<file path="src/rtl/rom_seq_pkg.sv">
// Shared types for the ROM address sequencer: walk modes,
// FSM states and mode decoding.
package rom_seq_pkg;

  typedef enum logic [1:0] {
    SEQ_WRAP     = 2'd0,
    SEQ_ONESHOT  = 2'd1,
    SEQ_PINGPONG = 2'd2
  } seq_mode_e;

  typedef enum logic [1:0] {
    S_IDLE = 2'd0,
    S_RUN  = 2'd1,
    S_DONE = 2'd2
  } seq_state_e;

  function automatic seq_mode_e decode_mode(
    input logic [1:0] m
  );
    seq_mode_e r;
    case (m)
      2'd1:    r = SEQ_ONESHOT;
      2'd2:    r = SEQ_PINGPONG;
      default: r = SEQ_WRAP;
    endcase
    decode_mode = r;
  endfunction

endpackage

</file>
<file path="src/rtl/tick_prescaler.sv">
// Free-running divider: raises tick for one cycle every
// TICK_CYCLES enabled cycles.
module tick_prescaler #(
  parameter int TICK_CYCLES = 50_000_000
) (
  input  logic clk,
  input  logic reset_n,
  input  logic en,
  input  logic clr,
  output logic tick
);

  localparam int CW = $clog2(TICK_CYCLES);
  localparam logic [CW-1:0] TERM = CW'(TICK_CYCLES - 1);

  logic [CW-1:0] cnt_q, cnt_d;

  assign tick = en & (cnt_q == TERM);

  always_comb begin
    cnt_d = cnt_q;
    if (clr || tick)
      cnt_d = '0;
    else if (en)
      cnt_d = cnt_q + CW'(1);
  end

  always_ff @(posedge clk or negedge reset_n) begin
    if (!reset_n) cnt_q <= '0;
    else          cnt_q <= cnt_d;
  end

endmodule

</file>
<file path="src/rtl/rom_addr_sequencer.sv">
// Walks a word-aligned ROM window at a slow tick rate.
// Define ROM_SEQ_STEP_EN for the manual step_req input.
module rom_addr_sequencer
  import rom_seq_pkg::*;
#(
  parameter int TICK_CYCLES = 50_000_000,
  parameter int ADDR_W      = 32,
  parameter int WORD_BYTES  = 4,
  parameter int NUM_WORDS   = 10,
  parameter logic [ADDR_W-1:0] BASE_ADDR = '0
) (
  input  logic              clk,
  input  logic              reset_n,
  input  logic              start,
  input  logic              stop,
  input  logic              hold,
  input  logic [1:0]        mode,
`ifdef ROM_SEQ_STEP_EN
  input  logic              step_req,
`endif
  output logic [ADDR_W-1:0] addr,
  output logic              addr_valid,
  output logic              busy,
  output logic              done
);

  localparam longint unsigned SPAN =
    longint'(NUM_WORDS - 1) * longint'(WORD_BYTES);
  localparam longint unsigned LAST_W = 64'(BASE_ADDR) + SPAN;
  localparam logic [ADDR_W-1:0] LAST = ADDR_W'(LAST_W);
  localparam logic [ADDR_W-1:0] WB   = ADDR_W'(WORD_BYTES);

  if ((LAST_W >> ADDR_W) != 0) begin : g_chk_last
    $error("window end overflows ADDR_W");
  end
  if (TICK_CYCLES < 2) begin : g_chk_tick
    $error("TICK_CYCLES must be >= 2");
  end
  if ((64'(BASE_ADDR) % WORD_BYTES) != 0) begin : g_chk_base
    $error("BASE_ADDR not word aligned");
  end

  seq_state_e        state_q;
  seq_mode_e         mode_q;
  logic [ADDR_W-1:0] addr_q, addr_d;
  logic              dir_q, dir_d;
  logic              valid_q, valid_d;
  logic              busy_q, done_q, fin_d;
  logic              tick, adv;
  logic              do_stop, do_start, do_adv;

  tick_prescaler #(.TICK_CYCLES(TICK_CYCLES)) u_tick (
    .clk     (clk),
    .reset_n (reset_n),
    .en      ((state_q == S_RUN) & ~hold),
    .clr     (start | stop),
    .tick    (tick)
  );

`ifdef ROM_SEQ_STEP_EN
  assign adv = tick | (step_req &
    ((state_q == S_IDLE) | ((state_q == S_RUN) & hold)));
`else
  assign adv = tick;
`endif

  assign do_stop  = stop;
  assign do_start = start & ~stop;
  assign do_adv   = adv & ~start & ~stop;

  // Next address/direction for one advance in the latched mode.
  always_comb begin
    addr_d  = addr_q;
    dir_d   = dir_q;
    valid_d = 1'b1;
    fin_d   = 1'b0;
    unique case (mode_q)
      SEQ_ONESHOT: begin
        if (addr_q == LAST) begin
          valid_d = 1'b0;
          fin_d   = 1'b1;
        end else begin
          addr_d = addr_q + WB;
        end
      end
      SEQ_PINGPONG: begin
        if (LAST == BASE_ADDR) begin
          addr_d = addr_q;
        end else if (!dir_q) begin
          if (addr_q == LAST) begin
            dir_d  = 1'b1;
            addr_d = addr_q - WB;
          end else begin
            addr_d = addr_q + WB;
          end
        end else begin
          if (addr_q == BASE_ADDR) begin
            dir_d  = 1'b0;
            addr_d = addr_q + WB;
          end else begin
            addr_d = addr_q - WB;
          end
        end
      end
      default: begin
        addr_d = (addr_q == LAST) ? BASE_ADDR : addr_q + WB;
      end
    endcase
  end

  always_ff @(posedge clk or negedge reset_n) begin
    if (!reset_n) begin
      state_q <= S_IDLE;
      mode_q  <= SEQ_WRAP;
      addr_q  <= BASE_ADDR;
      dir_q   <= 1'b0;
      valid_q <= 1'b0;
      busy_q  <= 1'b0;
      done_q  <= 1'b0;
    end else begin
      valid_q <= 1'b0;
      unique case (1'b1)
        do_stop: begin
          if (state_q == S_RUN) begin
            state_q <= S_IDLE;
            busy_q  <= 1'b0;
          end
        end
        do_start: begin
          state_q <= S_RUN;
          mode_q  <= decode_mode(mode);
          addr_q  <= BASE_ADDR;
          dir_q   <= 1'b0;
          valid_q <= 1'b1;
          busy_q  <= 1'b1;
          done_q  <= 1'b0;
        end
        do_adv: begin
          addr_q  <= addr_d;
          dir_q   <= dir_d;
          valid_q <= valid_d;
          if (fin_d) begin
            state_q <= S_DONE;
            busy_q  <= 1'b0;
            done_q  <= 1'b1;
          end
        end
        default: ;
      endcase
    end
  end

  assign addr       = addr_q;
  assign addr_valid = valid_q;
  assign busy       = busy_q;
  assign done       = done_q;

endmodule

</file>
<file path="config.mk">
export PLATFORM = sky130hd
export DESIGN_NAME = rom_addr_sequencer
export DESIGN_NICKNAME = d
export VERILOG_FILES = /design/src/rtl/rom_seq_pkg.sv /design/src/rtl/tick_prescaler.sv /design/src/rtl/rom_addr_sequencer.sv
export SDC_FILE = /design/constraint.sdc
export NUM_CORES = 1
export LEC_CHECK = 0
export ABC_AREA = 1
export BUFFER_PORTS_ARGS = -buffer_cell sky130_fd_sc_hd__buf_2
export CAP_MARGIN = 20
export CELL_PAD_IN_SITES_DETAIL_PLACEMENT = 1
export CELL_PAD_IN_SITES_GLOBAL_PLACEMENT = 2
export CORE_MARGIN = 2
export CORE_UTILIZATION = 33
export CTS_CLUSTER_DIAMETER = 200
export CTS_CLUSTER_SIZE = 25
export DETAILED_ROUTE_END_ITERATION = 10
export GPL_TIMING_DRIVEN = 0
export PLACE_DENSITY_LB_ADDON = 0.1
export SLEW_MARGIN = 10
export SYNTH_ARGS = -nofsm -noshare
export SYNTH_HDL_FRONTEND = slang
export SYNTH_SLANG_ARGS = --single-unit
</file>
<file path="constraint.sdc">
create_clock -name clk -period 2.09 [get_ports clk]
set_input_delay 0.209 -clock clk [delete_from_list [all_inputs] [get_ports clk]]
set_output_delay 0.209 -clock clk [all_outputs]
set_load 0.1 [all_outputs]
</file>
==> results of run 1 <==
==> registers in the layout (all words and copies together) (netlist names) <==
name and flops:
state_q 2, dir_q 1, addr_valid 1, done 1, mode_q 2, addr 30
u_tick.cnt_q 26
==> metal layers <==
metal	share of wire, %	vias to the layer above	track usage, %
met2	45	184	42.03
met3	5.6	35	4.684
met5	0	-	0
met4	2.0	0	7.684
met1	47	3512	38.05
li1	-	3475	-
==> cells by family (layout without fill, tap and decap cells) <==
family / Yosys count / count (layout) / synth area share [%]
compound gates: 109 / 109 / 9.494
xor+xnor: 25 / 25 / 3.558
fa+ha+maj: 6 / 6 / 1.220
buf+inv: 167 / 256 / 11.71
other cells: 1 / 2 / 0.06093
flops: 63 / 63 / 25.61
simple gates: 673 / 673 / 48.34
==> through the flow <==
step	setup TNS [ns]	worst slack [ns]	instance area, um^2
3_5_place_dp	-8.512	-0.5180	6709
6_report	0	0.06097	7838
5_1_grt	-0.5447	-0.05720	7838
3_3_place_gp	-8.352	-0.5096	6679
4_1_cts	0	0.0005898	7154
2_1_floorplan	0	0.01514	6197
==> layout make-up <==
type,instances,area share (%)
multi-input combinational,815,54.50
sequential,63,20.66
timing repair buffer,87,8.269
inverter,117,5.747
tap,229,3.656
buffer,36,3.289
clock buffer,9,2.874
clock inverter,7,1.006
==> worst max path at each step <==
stage                                startpoint                endpoint  slack, ns  cells past startpoint
finish                      addr[2]$_DFFE_PN0P_     addr[7]$_DFFE_PN0P_       0.06                     12
global route                addr[3]$_DFFE_PN0P_  state_q[0]$_DFFE_PN0P_      -0.06                     13
CTS                         addr[2]$_DFFE_PN0P_    addr[30]$_DFFE_PN0P_     0.0006                     14
detailed placement  u_tick.cnt_q[1]$_DFFE_PN0P_    addr[16]$_DFFE_PN0P_      -0.52                      9
global placement          mode_q[0]$_DFFE_PN0P_    addr[26]$_DFFE_PN0P_      -0.51                      7
floorplan                   addr[2]$_DFFE_PN0P_    addr[15]$_DFFE_PN0P_       0.02                     14
==> report_power, final <==
part	switching, mW	internal, mW
registers	0.00962	1.23
logic	0.471	0.162
clock network	0.714	0.936
==> cells in the final DEF, fill, tap and decap left out, types with 10 or more instances in the layout <==
cell and instances:
nor2_1 114, xor2_1 20, nand2_2 25, nand2_1 323, a21oi_2 10, nand2_4 11
nor2_4 25, dfrtp_2 31, clkbuf_16 11, nand4_1 24, a21oi_1 30, nand3_1 103
nor2_2 19, inv_1 105, buf_2 47, buf_4 48, dfrtp_1 31, o21ai_0 43
==> repair_timing <==
item / CTS / global route
cloned: 0 / 2
hold buffers: 1 / 0
pin swaps: 7 / 47
hold endpoints to repair: 21 / 0
gates resized for setup: 21 / 122
setup buffers: 9 / 35
endpoints found under the setup margin: 40 / 56
==> summary.md, run 1 <==
| Metric | Value |
|---|---|
| Status | finished, final reports clean |
| First drt pass iteration count | 5 |
| Top-area cell type share of the netlist area | roughly a quarter |
| Routed len/inst | 20.01 um |
| Die Height | 140.6 um |
| H-tree levels | 3 |
| Mapped Cells | 1044 |
| Maximum vdd ir drop | 369.5 uV |
| Post-DP HPWL | 19550 um |
| WP buf/inv | 2 |
| CP max stage cell | dfrtp_4 |
| Seq. cell area | 1619 um^2 |
| Hold endpoint | mode_q[0]$_DFFE_PN0P_ |
| Detail Route Antenna Nets | 0 |
| Starting DRT DRC Count | roughly 390 |
| Critical Path Source Type | flip-flop |
| WP data required | around 2.3 ns |
| Fill count | about 2400 |
| RR Endpoint | addr[7]$_DFFE_PN0P_ |
| Overall routed net length | approximately 27000 um |
| Max-cap viol count | 0 |
| RSZ-0062 raised after global routing | yes |
| Crit path DAT | between 2 and 2.5 ns |
| Final hold slack | roughly 0.054 ns |
| Vias post-DR | 7206 |
| Hold path depth | 2 |
| Die ar. | a little under 20000 um^2 |
| Hold Crit Class | in -> reg |
| Nets@finish | between 1000 and 1500 |
| Synth Warn # | 0 |
| Final Hold Fails | 0 |
| Commonest cells post-synth | nand2_1 (345), nor2_1 (129), inv_1 (111), nand3_1 (111), dfrtp_1 (63) |
| RD Place Congestion | just over 0.9 |
| Post-synth ARST share | 100.0% |
| Seq cells post-synth | 63 |
| Gr usage total | a little over a quarter |
| Initial Util | 33.91% |
| Clock latency on the worst-skew pair | 0.35 ns |
| Synthesized area | around 6200 um^2 |
| Static leakage power | between 3 and 4 nW |
| Finished Core Util | between 40% and 50% |
| Syn_area_per_cell | just under 6 um^2 |
| Tcrit/Tclk final | between 90% and 100% |
| Core area | 18150 um^2 |
| Count leader, synth | nand2_1 |
| Tot Pwr | around 3.5 mW |
| N_diodes | 0 |
| CP max FO | 5 |
| Dpl cells | ~1300 |
| Horiz. Die Dim | approximately 140 um |
| FF-to-FF Start | addr[2]$_DFFE_PN0P_ |
| EDFF count, synth | 0 |
| Main flop type after synthesis | dfrtp_1 |
| Final setup fails | 0 |
| I/O pin total | 42 |
| Post-route insts no fill | 1363 |
| CP delay by family, top | simple AND/OR/NAND/NOR gates |
| Multi-input logic area | roughly 4300 um^2 |
| Worst rel slew slack | between 40 and 50% |
| Root buf cell | clkbuf_16 |
| Minimum clock period | just over 2 ns |
| Layout area overhead | 27.34% |
| Total gr overflow | 0 |
| Worst-path clk slew | around 0.07 ns |
| Crit-path cells | clkinvlp_4 > ha_4 > nand2_8 > nor2_4 > nand2_2 > nor2_4 > buf_12 > o21ai_2 > nand3_1 > nand3_1 > nand2_1 > nand2_1 |
| R2r setup slk | between 0.06 and 0.07 ns |
| Final Skew | approximately 0.011 ns |
| Power per cell area | 449.7 nW/um^2 |
| CTS tree | built |
| Max Fclk | 492.8 MHz |
| Min-delay src | mode[1] |
| Rows | 49 |
| Critical Path Sink Type | flip-flop |
| Dominant cells by area after synthesis | dfrtp_1 (26%), nand2_1 (21%), nand3_1 (9.0%) |
| Post-synth cell types | 41 |
| Yosys top cell by area | dfrtp_1 |
| Number of global-route vias before repair | between 6000 and 7000 |
| CTS Sinks | between 60 and 70 |
| Critical path class | reg -> reg |
| CTS max path bufs | 2 |
| IO buf count | 39 |
| Max incr delay on CP | around 0.53 ns |
| Final Max Slew Viols | 0 |
| Ratio of cells with drive above 1 in the final layout | 26.01% |
| Reg2reg path depth | 12 |
| First-pass GRT wire length | 40150 um |
| Worst Tran Pin Value | approximately 0.86 ns |
| CTS Buf Count | 9 |
| Sequential area share after synthesis | 25.61% |
| Vias per Instance | between 5 and 6 |
| Initial antenna violation count | 0 |
| DRC | 0 |
| Largest net degree at the start of global routing | between 40 and 50 |
Power figures use the tool's default switching activity.
==> inputs of run 2 (changes only) <==
--- a/config.mk
+++ b/config.mk
@@ -6,16 +6,18 @@
 export NUM_CORES = 1
 export LEC_CHECK = 0
 export ABC_AREA = 1
-export BUFFER_PORTS_ARGS = -buffer_cell sky130_fd_sc_hd__buf_2
 export CAP_MARGIN = 20
 export CELL_PAD_IN_SITES_DETAIL_PLACEMENT = 1
 export CELL_PAD_IN_SITES_GLOBAL_PLACEMENT = 2
 export CORE_MARGIN = 2
-export CORE_UTILIZATION = 33
+export CORE_UTILIZATION = 35
+export CTS_BUF_LIST = sky130_fd_sc_hd__clkbuf_4 sky130_fd_sc_hd__clkbuf_8
 export CTS_CLUSTER_DIAMETER = 200
 export CTS_CLUSTER_SIZE = 25
 export DETAILED_ROUTE_END_ITERATION = 10
+export DONT_BUFFER_PORTS = 1
 export GPL_TIMING_DRIVEN = 0
+export MAX_ROUTING_LAYER = met4
 export PLACE_DENSITY_LB_ADDON = 0.1
 export SLEW_MARGIN = 10
 export SYNTH_ARGS = -nofsm -noshare
==> run 2 against run 1 <==
Against the previous run:
- the run now ends with negative setup slack left
- clock skew is 0.011 ns higher
- register-to-register slack got worse by 0.24 ns
- sequential cell count unchanged
- largest cell class unchanged
- worst setup slack lost 0.24 ns
- power down 13%
- clock power down 27%
- critical path type unchanged
- core utilization up 4.1 points
- combinational power down 4.7%
- global-route usage is 4.3 points higher
- sequential power hardly changed
- first-iteration DRC count increased by 24%
- final cell count decreased by 0.22%
==> summary.md, run 2 (synthesized netlist as in run 1, its figures left out) <==
| Metric | Value |
|---|---|
| DRC | 0 |
| Hold path depth | 3 |
| Final hold slack | between 0.03 and 0.04 ns |
| Tot Pwr | just over 3 mW |
| Placement-stage worst setup slack | -0.9289 ns |
| Core area | ~17000 um^2 |
| Ratio of cells with drive above 1 in the final layout | between 20% and 30% |
| Nets@finish | ~1100 |
| FF-to-FF Start | mode_q[1]$_DFFE_PN0P_ |
| Post-DP HPWL | approximately 19000 um |
| Die Height | 136.6 um |
| Maximum vdd ir drop | 277.5 uV |
| Most common cell after layout, fill and taps aside | nand2_1 |
| Largest net degree at the start of global routing | 64 |
| Minimum clock period | ~2.3 ns |
| CTS max path bufs | 2 |
| Worst-path clk slew | roughly 0.1 ns |
| Initial Util | a little over a third |
| Worst rel slew slack | ~40% |
| Crit path DAT | 2.55 ns |
| Routed len/inst | between 20 and 25 um |
| Root buf cell | clkbuf_8 |
| Number of global-route vias before repair | roughly 7000 |
| Overall routed net length | 27800 um |
| Final setup fails | 30 |
| I/O pin total | 42 |
| Static leakage power | approximately 3.8 nW |
| CTS Sinks | 63 |
| Detail Route Antenna Nets | 0 |
| RD Place Congestion | between 0.9 and 1 |
| Max-cap viol count | 0 |
| Total gr overflow | 0 |
| WP data required | around 2.4 ns |
| Critical Path Sink Type | flip-flop |
| Die ar. | between 15000 and 20000 um^2 |
| Final Hold Fails | 0 |
| Layout area overhead | 32.45% |
| Min-delay src | stop |
| Tcrit/Tclk final | 108.6% |
| First drt pass iteration count | 4 |
| Initial antenna violation count | 0 |
| Most frequent cells in the layout | nand2_1 (313), nand3_1 (105), inv_1 (103) |
| N_diodes | 0 |
| Reg2reg path depth | 11 |
| RSZ-0062 raised after global routing | yes |
| Critical path class | reg -> reg |
| CP max FO | 10 |
| Worst Slack Setup Final | -0.1807 ns |
| Max reg flops | 30 |
| Rows | 48 |
| Critical Path Source Type | flip-flop |
| Hold Crit Class | in -> reg |
| First-pass GRT wire length | 41850 um |
| Max Fclk | around 440 MHz |
| Hold endpoint | mode_q[1]$_DFFE_PN0P_ |
| R2r setup slk | -0.18 ns |
| Gr usage total | between 30% and 40% |
| Final Skew | approximately 0.022 ns |
| Starting DRT DRC Count | about 480 |
| Vias post-DR | between 7000 and 8000 |
| H-tree levels | 3 |
| Status | complete, but fails checks |
| Failing checks | negative setup slack |
| CTS Buf Count | 9 |
| CTS tree | built |
| Vias per Instance | about 5.3 |
| IO buf count | 0 |
| Worst Tran Pin Value | between 0.9 and 1 ns |
| Clock latency on the worst-skew pair | about 0.39 ns |
| Power per cell area | approximately 380 nW/um^2 |
| Final Max Slew Viols | 0 |
| Horiz. Die Dim | between 100 and 150 um |
| RR Endpoint | addr[23]$_DFFE_PN0P_ |
[run 2: changes by cell type in the layout (fill, tap and decap cells not counted), moves of 11 or more]
cell / delta
buf_6: +14
buf_4: +16
clkbuf_16: -11
nor2_1: -25
nor2_4: +11
buf_2: -41
dfrtp_4: +27
nor2_2: +15
dfrtp_2: -27
[run 2: per-stage QoR]
step / util [%] / instance area [um^2] / setup TNS [ns] / cells
floorplan: - / 6197 / 0 / 1045
global placement: 37.59 / 6479 / -18.59 / 1270
detailed placement: 37.59 / 6479 / -19.26 / 1270
CTS: 45.30 / 7807 / -2.052 / 1346
global route: 47.29 / 8152 / -7.095 / 1360
finish: 47.29 / 8152 / -3.389 / 1360
[run 2: worst max-delay path by stage]
stage,from,endpoint,slack [ns],depth (start not counted)
global route,addr[2]$_DFFE_PN0P_,addr[29]$_DFFE_PN0P_,-0.30,14
CTS,addr[3]$_DFFE_PN0P_,addr[23]$_DFFE_PN0P_,-0.13,13
finish,mode_q[1]$_DFFE_PN0P_,addr[23]$_DFFE_PN0P_,-0.18,11
detailed placement,addr[30]$_DFFE_PN0P_,addr[16]$_DFFE_PN0P_,-0.93,8
floorplan,addr[2]$_DFFE_PN0P_,addr[15]$_DFFE_PN0P_,0.02,14
global placement,addr[30]$_DFFE_PN0P_,addr[16]$_DFFE_PN0P_,-0.94,8
[run 2: power breakdown]
part / leakage (nW) / switching, mW / internal, mW
Clock: 0.0992 / 0.642 / 0.553
Combinational: 2.89 / 0.451 / 0.152
Sequential: 0.811 / 0.0340 / 1.23
Total: 3.80 / 1.13 / 1.94
[run 2: metal layers]
metal / share of wire, % / global-route usage (%) / vias up / wire (um)
li1: - / - / 3470 / -
met1: 48 / 44.16 / 3525 / 13410
met2: 45 / 47.28 / 189 / 12430
met3: 4.8 / 3.185 / 38 / 1328
met4: 2.3 / 8.333 / 0 / 626
met5: 0 / - / - / 0
[run 2: what timing repair did]
item                                   in CTS  in global routing
hold buffers                                4                  0
pin swaps                                  42                 35
endpoints found under the hold margin      65                  0
setup buffers                              55                 15
cloned                                      1                  0
setup endpoints to repair                  53                 55
gates resized for setup                   195                 75
[run 2: final cells by class]
class                   count  area [um^2]
clock inverters             7        73.82
flip-flops and latches     63         1687
inverters                 117        446.7
plain buffers              49        475.5
repair buffers             74        634.4
multi-input cells         816         4429
clock buffers               9        123.9
fillers                  2306         9085
well taps                 225        281.5
[run 2: worst max-delay path, stage by stage (launching register included)]
cell and delay, ns:
dfrtp_1 0.38, inv_1 0.07, ha_1 0.23, inv_1 0.09, clkbuf_1 0.65, nor2_1 0.09, nor2_1 0.15, nand3_2 0.20
nand2_2 0.12, nand2_2 0.07, nand2_1 0.06, nand2_1 0.05
==> inputs of run 3 (changes only) <==
--- a/config.mk
+++ b/config.mk
@@ -5,12 +5,11 @@
 export SDC_FILE = /design/constraint.sdc
 export NUM_CORES = 1
 export LEC_CHECK = 0
-export ABC_AREA = 1
 export CAP_MARGIN = 20
 export CELL_PAD_IN_SITES_DETAIL_PLACEMENT = 1
 export CELL_PAD_IN_SITES_GLOBAL_PLACEMENT = 2
 export CORE_MARGIN = 2
-export CORE_UTILIZATION = 35
+export CORE_UTILIZATION = 40
 export CTS_BUF_LIST = sky130_fd_sc_hd__clkbuf_4 sky130_fd_sc_hd__clkbuf_8
 export CTS_CLUSTER_DIAMETER = 200
 export CTS_CLUSTER_SIZE = 25
==> run 3 against run 2 <==
Against the previous run:
- the run still ends with negative setup slack left
- clock power grew 6%
- non-clock buffer count shrank 11
- combinational power increased by 14%
- sequential power about the same
- synthesized cell count fell by 43%
- final cell count fell by 40%
- via count down 29%
==> summary.md, run 3 <==
| Metric | Value |
|---|---|
| Post-synth cell types | roughly 80 |
| Minimum clock period | between 3 and 4 ns |
| Worst-path clk slew | around 0.090 ns |
| Power per cell area | approximately 480 nW/um^2 |
| Die ar. | 12950 um^2 |
| Max-cap viol count | 0 |
| R2r setup slk | -1.19 ns |
| Final Max Slew Viols | 0 |
| Root buf cell | clkbuf_8 |
| RD Place Congestion | 0.8517 |
| CTS Sinks | 63 |
| Hold endpoint | mode_q[0]$_DFFE_PN0P_ |
| Initial antenna violation count | 0 |
| Main flop type after synthesis | dfrtp_1 |
| Dpl cell area | between 5000 and 6000 um^2 |
| CTS Buf Count | 9 |
| Max reg flops | 30 |
| Detail Route Antenna Nets | 0 |
| Max incr delay on CP | between 0.6 and 0.7 ns |
| Commonest cells post-synth | nor2_1 (67), dfrtp_1 (63), nand2_1 (45) |
| Sequential area share after synthesis | about 33% |
| Largest net degree at the start of global routing | 64 |
| Critical Path Source Type | flip-flop |
| WP buf/inv | 3 |
| Final hold slack | between 0.03 and 0.04 ns |
| Final setup TNS | -37.75 ns |
| Worst Slack Setup Final | -1.190 ns |
| Dominant cells by area after synthesis | dfrtp_1 (33%), nor2_1 (5.2%), xor2_1 (4.0%) |
| Placement-stage worst setup slack | -1.624 ns |
| CTS tree | built |
| Mapped Cells | 590 |
| Starting DRT DRC Count | approximately 390 |
| N_diodes | 0 |
| Critical Path Sink Type | flip-flop |
| Clock latency on the worst-skew pair | approximately 0.38 ns |
| Overall routed net length | roughly 19000 um |
| Vias post-DR | roughly 5200 |
| Most frequent cells in the layout | nor2_1 (60), nand2_1 (39), buf_4 (38) |
| Static leakage power | 2.617 nW |
| Nets@finish | slightly below 700 |
| Status | complete, but fails checks |
| IO buf count | 0 |
| Met3 Use GR | roughly 4.3% |
| Gr usage total | between 30% and 40% |
| Crit-path cells | buf_6 > or4_4 > or4b_4 > or4_4 > and2_4 > buf_12 > buf_4 > o21ai_2 > o21ai_1 > o21ai_1 |
| Number of global-route vias before repair | between 5000 and 6000 |
| Worst Tran Pin Value | approximately 0.99 ns |
| Rows | 40 |
| First drt pass iteration count | 6 |
| Crit path DAT | ~3.6 ns |
| Yosys top cell by area | dfrtp_1 |
| Ratio of cells with drive above 1 in the final layout | between 30% and 40% |
| Min-delay src | mode[1] |
| CTS max path bufs | 2 |
| Final Skew | 0.01464 ns |
| Count leader, synth | nor2_1 |
| Fill count | 1325 |
| RSZ-0062 raised after global routing | yes |
| Critical path class | reg -> reg |
| Routed len/inst | about 24 um |
| Syn_area_per_cell | around 8.2 um^2 |
| CP max stage cell | dfrtp_4 |
| Met1 Usage GRT | a little under two fifths |
| Total gr overflow | 0 |
| Vias per Instance | between 6 and 7 |
| Hold path depth | 2 |
| Seq cells post-synth | 63 |
| Synthesized area | approximately 4800 um^2 |
| Synth Warn # | 0 |
| Stages on worst setup path | 10 |
| EDFF count, synth | 0 |
| Hold Crit Class | in -> reg |
| Max Fclk | 304.9 MHz |
| Reg2reg path depth | 10 |
| Worst rel slew slack | approximately 34% |
| Layout area overhead | 39.27% |
| Final setup fails | 57 |
| Most common cell after layout, fill and taps aside | nor2_1 |
| CP max FO | 5 |
| H-tree levels | 3 |
| Post-DP HPWL | ~12000 um |
| Tot Pwr | ~3.2 mW |
| M2 GR Usage | roughly half |
| Failing checks | negative setup slack |
| FF-to-FF Start | addr[24]$_DFFE_PN0P_ |
| Die Height | 113.8 um |
| Horiz. Die Dim | between 100 and 150 um |
| CP delay by family, top | simple AND/OR/NAND/NOR gates |
| Top-area cell type share of the netlist area | 32.70% |
| WP data required | about 2.4 ns |
| DRC | 0 |
| Initial Util | 40.47% |
| Core area | 11910 um^2 |
| Tcrit/Tclk final | 156.9% |
| Maximum vdd ir drop | ~370 uV |
| Post-synth ARST share | 100.0% |
| Post-route cell area | about 6700 um^2 |
| First-pass GRT wire length | roughly 30000 um |
| RR Endpoint | addr[5]$_DFFE_PN0P_ |
| Final Hold Fails | 0 |
| I/O pin total | 42 |
| Most used routing layer | met2 |
run 3: cell types whose count changed after synthesis, moves of 13 or more:
cell	delta
nand3_1	-89
nor2_4	-13
nor2_2	-15
buf_2	-16
or3_1	+15
o21ai_0	-23
inv_1	-96
nand2_1	-300
and3_1	+13
clkbuf_1	+20
nor2_1	-62
a21oi_1	-16
run 3: worst max path at each step:
stage	start	slack, ns	endpoint
final	addr[24]$_DFFE_PN0P_	-1.19	addr[5]$_DFFE_PN0P_
after global routing	addr[24]$_DFFE_PN0P_	-1.27	addr[14]$_DFFE_PN0P_
after CTS	addr[24]$_DFFE_PN0P_	-1.16	addr[3]$_DFFE_PN0P_
after detailed placement	addr[2]$_DFFE_PN0P_	-1.62	addr[10]$_DFFE_PN0P_
after global placement	addr[2]$_DFFE_PN0P_	-1.66	addr[10]$_DFFE_PN0P_
after floorplan	addr[24]$_DFFE_PN0P_	-1.06	addr[3]$_DFFE_PN0P_
run 3: worst register-to-register path, delay by kind of cell (launching register included):
kind | cells | cell delay, ns
AOI/OAI and AO/OA | 3 | 0.33
DFF | 1 | 0.63
buffers and inverters | 3 | 0.43
and+or+nand+nor | 4 | 1.82
run 3: power breakdown:
part / total (mW) / switching, mW / internal, mW / leakage, nW
registers: 1.28 / 0.0495 / 1.23 / 0.819
clock network: 1.27 / 0.580 / 0.693 / 0.107
logic: 0.690 / 0.418 / 0.272 / 1.69
total: 3.24 / 1.05 / 2.20 / 2.62
run 3: what timing repair did:
item,in CTS,in global routing
hold endpoints to repair,65,0
setup endpoints to repair,61,61
pin swaps,45,42
hold buffers,4,0
setup buffers,52,11
resized for setup,111,62
cloned,4,1
run 3: final cells by class:
class | instances | area (um^2) | share of cell area [%]
sequential | 63 | 1669 | 24.86
timing repair buffer | 69 | 704.4 | 10.49
multi-input combinational | 465 | 3500 | 52.12
inverter | 16 | 62.56 | 0.9318
clock inverter | 6 | 92.59 | 1.379
buffer | 43 | 370.4 | 5.516
clock buffer | 10 | 131.4 | 1.957
tap | 147 | 183.9 | 2.739
run 3: per-stage QoR:
step | instances | utilization, %
after floorplan | 591 | -
after global placement | 738 | 43.94
after detailed placement | 738 | 43.94
after CTS | 813 | 54.24
after global routing | 819 | 56.37
final | 819 | 56.37
run 3: cells by family (layout without fill, tap and decap cells):
logic type / Yosys count / count (layout) / synth area share (%)
other: 1 / 2 / 0.07779
xor gates and xnor gates: 36 / 36 / 6.540
adders and majority gates: 6 / 6 / 1.557
muxes: 6 / 6 / 1.401
DFF: 63 / 63 / 32.70
AOI/OAI and AO/OA: 135 / 135 / 19.60
buffers and inverters: 63 / 144 / 5.735
and+or+nand+nor: 280 / 280 / 32.39
run 3: layer usage:
layer,up-vias,share of wire [%]
met4,0,4.1
met5,-,0
met2,173,50
met3,64,5.3
met1,2589,40
li1,2332,-
